### src/rtl/router_pkg.sv
// Shared widths, timing constants and reader FSM states for the router
// destination-side blocks.
package router_pkg;

  localparam int unsigned HDR_ADDR_W  = 2;
  localparam int unsigned HDR_LEN_W   = 6;
  localparam int unsigned BYTE_W      = 8;
  localparam int unsigned TIMEOUT_CYC = 30;

  typedef enum logic [2:0] {
    IDLE,
    WAIT,
    HDR,
    BODY,
    DONE
  } rd_state_e;

endpackage

### src/rtl/router_parity_acc.sv
// Running XOR parity register: clear, load with the header, accumulate payload,
// and compare against an incoming parity byte.
module router_parity_acc
  import router_pkg::*;
(
  input  logic              clk,
  input  logic              rst,
  input  logic              clr,
  input  logic              load,
  input  logic              acc,
  input  logic [BYTE_W-1:0] din,
  output logic [BYTE_W-1:0] par,
  output logic              match
);

  always_ff @(posedge clk) begin
    if (rst || clr) begin
      par <= '0;
    end else if (load) begin
      par <= din;
    end else if (acc) begin
      par <= par ^ din;
    end
  end

  assign match = (par == din);

endmodule

### src/rtl/router_dest_reader.sv
// Destination-side reader for one router output port: delayed start, header
// decode, payload drain with parity/address checks, abort on soft reset.
module router_dest_reader
  import router_pkg::*;
#(
  parameter logic [HDR_ADDR_W-1:0] PORT_ADDR = 2'b00,
  parameter int unsigned           TIMEOUT   = TIMEOUT_CYC
) (
  input  logic                 clk,
  input  logic                 rst,
  input  logic                 vld_out,
  input  logic [BYTE_W-1:0]    dout,
  input  logic                 soft_rst,
  input  logic [4:0]           start_delay,
  output logic                 read_enb,
  output logic                 pkt_done,
  output logic                 pkt_ok,
  output logic                 err_parity,
  output logic                 err_addr,
  output logic                 err_abort,
  output logic [HDR_LEN_W-1:0] rx_len,
  output logic [15:0]          pkt_count,
  output logic [15:0]          err_count
);

  rd_state_e         state, state_n;
  logic [4:0]        dly_cnt;
  logic [4:0]        dly_init;
  logic              hdr_issued;
  logic [HDR_LEN_W:0] req_left;
  logic [HDR_LEN_W:0] rcv_left;
  logic [HDR_LEN_W:0] hdr_total;
  logic              rd_q;
  logic              err_par_q;
  logic              err_addr_q;
  logic              abort;
  logic              par_load;
  logic              par_acc;
  logic [BYTE_W-1:0] par;
  logic              par_match;

  // Waiting past TIMEOUT is pointless (the router flushes the port first), so
  // the delay is clamped; observable behaviour is unchanged.
  assign dly_init  = (32'(start_delay) > TIMEOUT) ? 5'(TIMEOUT) : start_delay;
  assign hdr_total = {1'b0, dout[BYTE_W-1:HDR_ADDR_W]} + 1'b1;

  router_parity_acc u_par (
    .clk   (clk),
    .rst   (rst),
    .clr   (abort),
    .load  (par_load),
    .acc   (par_acc),
    .din   (dout),
    .par   (par),
    .match (par_match)
  );

  always_comb begin
    state_n  = state;
    read_enb = 1'b0;
    abort    = 1'b0;
    par_load = 1'b0;
    par_acc  = 1'b0;
    unique case (state)
      IDLE: if (vld_out) state_n = WAIT;
      WAIT: if (dly_cnt == '0) state_n = HDR;
      HDR: begin
        read_enb = vld_out && !hdr_issued;
        if (rd_q) begin
          par_load = 1'b1;
          state_n  = BODY;
        end
      end
      BODY: begin
        read_enb = vld_out && (req_left != '0);
        if (rd_q) begin
          if (rcv_left == 7'd1) state_n = DONE;
          else                  par_acc = 1'b1;
        end
      end
      DONE:    state_n = IDLE;
      default: state_n = IDLE;
    endcase
    // Soft reset overrides everything outside IDLE, including the read strobe.
    if (soft_rst && (state != IDLE)) begin
      read_enb = 1'b0;
      abort    = 1'b1;
      par_load = 1'b0;
      par_acc  = 1'b0;
      state_n  = IDLE;
    end
  end

  assign pkt_done   = (state == DONE) && !soft_rst;
  assign err_parity = pkt_done && err_par_q;
  assign err_addr   = pkt_done && err_addr_q;
  assign pkt_ok     = pkt_done && !err_par_q && !err_addr_q;

  always_ff @(posedge clk) begin
    if (rst) begin
      state      <= IDLE;
      dly_cnt    <= '0;
      hdr_issued <= 1'b0;
      req_left   <= '0;
      rcv_left   <= '0;
      rd_q       <= 1'b0;
      err_par_q  <= 1'b0;
      err_addr_q <= 1'b0;
      err_abort  <= 1'b0;
      rx_len     <= '0;
      pkt_count  <= '0;
      err_count  <= '0;
    end else begin
      state     <= state_n;
      rd_q      <= read_enb;
      err_abort <= abort;
      if (abort) begin
        err_count <= err_count + 16'd1;
      end else begin
        unique case (state)
          IDLE: begin
            dly_cnt    <= dly_init;
            hdr_issued <= 1'b0;
            err_par_q  <= 1'b0;
            err_addr_q <= 1'b0;
          end
          WAIT: if (dly_cnt != '0) dly_cnt <= dly_cnt - 5'd1;
          HDR: begin
            if (read_enb) hdr_issued <= 1'b1;
            if (rd_q) begin
              rx_len     <= dout[BYTE_W-1:HDR_ADDR_W];
              req_left   <= hdr_total;
              rcv_left   <= hdr_total;
              err_addr_q <= (dout[HDR_ADDR_W-1:0] != PORT_ADDR);
            end
          end
          BODY: begin
            if (read_enb) req_left <= req_left - 7'd1;
            if (rd_q) begin
              rcv_left <= rcv_left - 7'd1;
              if (rcv_left == 7'd1) err_par_q <= !par_match;
            end
          end
          DONE: begin
            if (pkt_ok) pkt_count <= pkt_count + 16'd1;
            else        err_count <= err_count + 16'd1;
          end
          default: ;
        endcase
      end
    end
  end

endmodule

### config.mk
export PLATFORM = sky130hd
export DESIGN_NAME = router_dest_reader
export DESIGN_NICKNAME = d
export VERILOG_FILES = /design/src/rtl/router_pkg.sv /design/src/rtl/router_parity_acc.sv /design/src/rtl/router_dest_reader.sv
export SDC_FILE = /design/constraint.sdc
export NUM_CORES = 1
export LEC_CHECK = 0
export ABC_AREA = 1
export BUFFER_PORTS_ARGS = -buffer_cell sky130_fd_sc_hd__buf_2
export CAP_MARGIN = 20
export CORE_MARGIN = 1.5
export CORE_UTILIZATION = 25
export DETAILED_ROUTE_END_ITERATION = 8
export GPL_ROUTABILITY_DRIVEN = 0
export GPL_TIMING_DRIVEN = 0
export PLACE_DENSITY_LB_ADDON = 0.15
export SYNTH_ARGS = -nofsm -noshare
export SYNTH_HDL_FRONTEND = slang
export SYNTH_SLANG_ARGS = --single-unit
export TNS_END_PERCENT = 30
### constraint.sdc
create_clock -name clk -period 1.54 [get_ports clk]
set_input_delay 0.385 -clock clk [delete_from_list [all_inputs] [get_ports clk]]
set_output_delay 0.385 -clock clk [all_outputs]
set_load 0.05 [all_outputs]
# Yosys cells after proc, flatten, opt, wreduce, memory -nomap -nowiden
# Index checks and enable logic that the tools add are counted.
# W data, S select, Z words.
# word_totals
regBits	73
latchBits	0
ramBits	0
rom_bits	0
input_bits	17
out_inout_bits	44
elab_cells	110
n_memories	0
# op_classes
addsub	6
n_mul	0
div	0
magnitude_cmp	1
eq_ne	15
shifts	0
mux	36
n_bitwise	2
reduce_logical	37
# ops
cell	n
$mux W16	3
$add A16 B1 Y16 const B	2
$pmux W7 S2	2
$mux W7	3
$mux W8	2
$ne A2 B2 Y1 const B	8
$mux W3	5
$reduce_and A3 Y1	5
$reduce_bool A2 Y1	7
$sub A7 B1 Y7 const B	2
$mux W1	13
$pmux W3 S4	1
$reduce_and A4 Y1	3
$mux W5	2
$pmux W5 S2	1
$eq A8 B8 Y1	1
$logic_and A1 B1 Y1	8
$pmux W1 S2	4
$xor A8 B8 Y8	1
$add A6 B1 Y7 const B	1
$eq A7 B1 Y1 const B	1
$reduce_bool A7 Y1	1
$eq A3 B2 Y1 const B	2
$gt A5 B5 Y1 const B	1
14 further kinds	18

# Logic depth before layout (Yosys ltp)
# depth
ltp_word	7
mapped_depth	11

# By module
# From an unflattened synthesis, not the netlist that was laid out.
# hier_totals
hier_cells	686
area_unflattened_um2	4280.4
# modules_own_cells
module	n_inst	cells_per_inst	area_per_inst_um2	seq_area_each_um2
router_dest_reader	1	587	3717.3	1301.2
router_parity_acc	1	99	563.0	160.2

# Worst setup path before layout
# Ideal clock, no wire load.
# synth_path
path_kind	register to register
start	register state[1]
end	register pkt_count[11]
setup_time_ns	0.128
arrival_time_ns	2.016
slack_ns	-0.603
stages_incl_launch_ff	9
path_buffers	1
synth_period_minus_slack_ns	2.143
cell_sequence	dfxtp_1 -> buf_2 -> nor2_2 -> nand2_1 -> nor2_1 -> nand2_2 -> nor2_2 -> xor2_1 -> nor2_1
# synth_via
elab_chain_cells	5
elab_cells_between_ends	9
# synth_lines
item	line	rtl
from (decl)	router_dest_reader.sv:26	rd_state_e state, state_n;
from (signal assigned)	router_dest_reader.sv:114	state <= state_n;
$eq A3 B3 Y1	router_dest_reader.sv:94	assign pkt_done = (state == DONE) && !soft_rst;
$logic_and A1 B1 Y1	router_dest_reader.sv:94	
named net pkt_done	router_dest_reader.sv:16	output logic pkt_done,
$logic_and A1 B1 Y1 (2 in a row)	router_dest_reader.sv:97	assign pkt_ok = pkt_done && !err_par_q && !err_addr_q;
$reduce_and A3 Y1 (no source line)	n/a	
to (signal assigned)	router_dest_reader.sv:145	if (pkt_ok) pkt_count <= pkt_count + 16'd1;
to (decl)	router_dest_reader.sv:22	output logic [15:0] pkt_count,
# The timed path passes the listed nets, and every way through them passes these cells.
# A chain may end at the register's enable or synchronous reset.

# Worst setup path after layout
# layout_path
start	register req_left[1]
end	output read_enb
# layout_via
elab_chain_cells	4
# layout_lines
item	line	rtl
from (decl)	router_dest_reader.sv:30	logic [HDR_LEN_W:0] req_left;
from (signal assigned)	router_dest_reader.sv:132	req_left <= hdr_total;
from (signal assigned)	router_dest_reader.sv:138	if (read_enb) req_left <= req_left - 7'd1;
$reduce_bool A7 Y1	router_dest_reader.sv:75	read_enb = vld_out && (req_left != '0);
$logic_and A1 B1 Y1	router_dest_reader.sv:75	
$pmux W1 S2	router_dest_reader.sv:64	unique case (state)
$mux W1	router_dest_reader.sv:85	if (soft_rst && (state != IDLE)) begin
to (decl)	router_dest_reader.sv:15	output logic read_enb,
# Every way passes these cells.

==> summary.md <==
| Metric | Value |
|---|---|
| Fin Clk Skew | 0.00466 ns |
| Part of the total power dissipated in sequential elements | 31.9% |
| Critical Path Start Type | flop |
| Cell area after placement | 4760 sq um |
| Register area share after synthesis | 35.3% |
| Final setup violating endpoints | 45 |
| Max Freq | 548 MHz |
| Class of the most critical hold timing path | input pin to flop |
| DIE HEIGHT | 132 microns |
| CP max FO | 3 |
| Remaining global-route overflow | 0 |
| Share of final-layout standard cells stronger than drive strength 1 | 30.9% |
| Number of port buffers | 59 |
| Number of global-route vias before repair | 4,221 |
| Initial antenna violation count | 1 |
| Final Non-Filler Cells | 996 |
| Number of warnings issued by yosys | 0 |
| Worst setup timing slack at the placement stage | -0.467 ns |
| Setup WS post-layout | -0.286 ns |
| DRC violations left | 0 |
| Peak per-stage delay on the critical path | 0.33 ns |
| Unrepaired setup endpoints after global routing | yes |
| Share of total power in combinational logic | 41.8% |
| P_leak | 0.00263 uW |
| Mapped cell area | 4140 sq um |
| Total of fill cells in the finished design | 1,758 |
| Most used cell along the critical path | nand2_4 |
| Drt pass-1 iters | 4 |
| Clock share of power | 26.3% |
| Mean instance size in the synthesized netlist | 6.29 sq um |
| Area growth, synth to finish | 43.5% |
| Power consumption | 7340 uW |
| Largest net degree at the start of global routing | 13 |
| I/O pin count | 61 |
| Switching pwr | 2840 uW |
| Failing checks | negative setup slack |
| Routed wirelength normalized by instance count | 13.0 microns |
| Clock slew at the register clock pins of the worst setup and hold paths | 0.06 ns |
| Final clock period utilization by the worst path | 119% |
| Cell variety after synth | 36 |
| CP Cell Sequence | inv_2, ha_4, nand2_4, nor2_4, nand2_2, nand2_4, clkinvlp_4, buf_8 |
| Reported max-cap violation count | 0 |
| Critical path's slowest cell | dfxtp_2 |
| Hold violation count in the final report | 0 |
| Worst Max-Slew Pin Slew | 0.751 ns |
| Via density | 4.49 |
| Share of total power consumed by net switching | 38.7% |
| Global-route wire length before repair | 20,800 microns |
| Internal power contribution | 4490 uW |
| Endpoint type of the worst setup path | output port |
| Number of nets in the finished design | 798 |
| Clk Tree Root Cell | clkbuf_16 |
| Post-synthesis net count | 682 |
| Ratio of total power to cell area | 1230 nW/um^2 |
| Non-Filler Cell Area, Final | 5940 sq um |
| Die Area | 17,300 sq um |
| Num Clock Sinks | 73 |
| Flop and latch count out of synthesis | 73 |
| Vias post-DR | 4,472 |
| H-tree level count | 3 |
| Critical Path AT | 1.44 ns |
| Horizontal die dimension | 132 microns |
| Starting density of the core | 25.9% |
| Number of violations reported at the end of detailed-routing iteration 0 | 244 |
| CP Data Required Time | 1.15 ns |
| Cells after synthesis | 658 |
| Clock latency at the later pin of the worst-skew pair | 0.34 ns |
| Post-detailed-placement half-perimeter wirelength | 9020 microns |
| Number of buffers created by CTS | 9 |
| Crit Path Category | flop to output port |
| Final Slew Violations | 0 |
| Max Root-Sink Buffers | 2 |
| Count of placed standard cells including taps | 933 |
| Minimum clock period after layout | 1.83 ns |
| CTS tree | built |
| Detail Route Antenna Nets | 0 |
| Core Footprint | 16,000 sq um |
| VDD IR max | 0.000661 V |
| All-layer global routing usage | 15.0% |
| Core Rows | 46 |
| Total Routed Length | 12,900 microns |
| Outcome | complete, but fails checks |
| Relative max-transition margin | 49.9% |
[what timing repair did]
item	4_1_cts	5_1_grt
setup buffers	17	26
setup endpoints to repair	61	66
hold buffers	0	0
cloned	3	2
gates resized for setup	81	93
pin swaps	16	40
[worst max-delay path: cells and delay by family (launching register included)]
kind / cells / cell delay, ns
buffers and inverters: 3 / 0.31
adder cells (fa/ha/maj): 1 / 0.14
AND/OR/NAND/NOR: 4 / 0.32
flip-flops: 1 / 0.33
[power groups by stage]
stage / sequential, uW / combinational, uW / clock (uW)
2_1_floorplan: 2410 / 1450 / 0
3_3_place_gp: 2310 / 2000 / 0
3_5_place_dp: 2310 / 2010 / 0
4_1_cts: 2290 / 2480 / 2000
5_1_grt: 2370 / 3380 / 2100
6_report: 2340 / 3070 / 1930
[state kept, by name, indices dropped and copies added (netlist names), 3 cells and up]
| signal | flops |
|---|---|
| err_count | 16 |
| pkt_count | 16 |
| u_par.par | 8 |
| rcv_left | 7 |
| req_left | 7 |
| rx_len | 6 |
| dly_cnt | 5 |
| state | 3 |
[cells by family (layout without fill, tap and decap cells)]
logic type / Yosys count / count (layout) / share of synthesized area (%)
buffers and inverters: 107 / 228 / 10.1
flip-flops: 73 / 73 / 35.3
XOR/XNOR: 13 / 13 / 2.75
adder cells (fa/ha/maj): 7 / 7 / 2.12
AO/OA/AOI/OAI: 102 / 102 / 12.8
AND/OR/NAND/NOR: 356 / 356 / 36.9
other: 0 / 1 / 0
[per-layer routing]
metal / vias to the layer above / GRT usage (%) / wire, microns
met2: 78 / 25.1 / 6170
li1: 2321 / - / -
met3: 20 / 3.78 / 486
met5: - / 0 / 0
met1: 2053 / 18.5 / 6000
met4: 0 / 5.56 / 257
[area by class of cell]
type	count	area, sq um	share of cell area, %
Buffer	16	125	2.11
Clock buffer	11	233	3.92
Inverter	90	349	5.88
Timing Repair Buffer	106	779	13.1
Antenna cell	1	2.50	0.0421
Clock inverter	5	32.5	0.548
Multi-Input combinational cell	478	2650	44.7
Sequential cell	73	1500	25.2
Tap cell	216	270	4.55
[cells in the final DEF (no fill, tap or decap), types with 3 or more instances in the layout]
cell,netlist,layout
dfxtp_2,0,12
a21oi_2,0,9
xor2_1,6,6
nor3_1,10,8
nand2_1,157,141
a21oi_1,40,31
buf_2,8,55
nand2_2,4,10
dfxtp_4,0,5
o21ai_2,2,11
buf_6,0,26
clkbuf_16,0,9
nand3_1,34,27
nand3_2,1,6
clkinvlp_4,0,4
inv_2,3,10
xnor2_1,7,7
inv_1,87,76
dfxtp_1,73,56
nor2_1,122,104
o21ai_1,11,13
buf_4,2,28
inv_4,0,3
clkbuf_1,6,8
nor2_2,3,6
buf_8,0,4
nand4_1,9,9
o21ai_0,42,30
nor2_4,3,18
nand2_4,1,10
nand3b_1,6,6
ha_1,7,5
[cells in the mapped netlist (all sizes together)]
library cell	count	area, sq um
nand2	162	626
nor2	128	510
inv	90	338
dfxtp	73	1460
o21ai	55	283
a21oi	40	200
nand3	35	180
buf	11	58.8
nor3	11	60.1
nand4	9	56.3
ha	7	87.6
xnor2	7	61.3
clkbuf	6	22.5
nand3b	6	45.0
xor2	6	52.6
a31oi	2	12.5
o211ai	2	15.0
and2	1	6.26
and3	1	6.26
nor3b	1	7.51
nor4	1	21.3
o21a	1	7.51
o21bai	1	7.51
o22ai	1	6.26
or2	1	6.26
[per-stage QoR]
stage / util [%] / hold slack, ns / setup TNS [ns]
after floorplan: - / 0.432 / -0.398
after global placement: 29.8 / 0.442 / -7.36
after detailed placement: 29.8 / 0.457 / -8.33
after CTS: 33.9 / 0.373 / -2.85
after global routing: 37.1 / 0.393 / -8.66
final: 37.1 / 0.381 / -3.55
[path summary, 6_finish.rpt]
path / from / end / slack, ns / depth (start not counted)
max: req_left[1] / read_enb / -0.29 / 8
max reg2reg: state[2] / state[1] / -0.14 / 10
min reg2reg: err_count[0] / err_count[0] / 0.46 / 1
min: rst / state[0] / 0.38 / 4
Power figures use the tool's default switching activity.
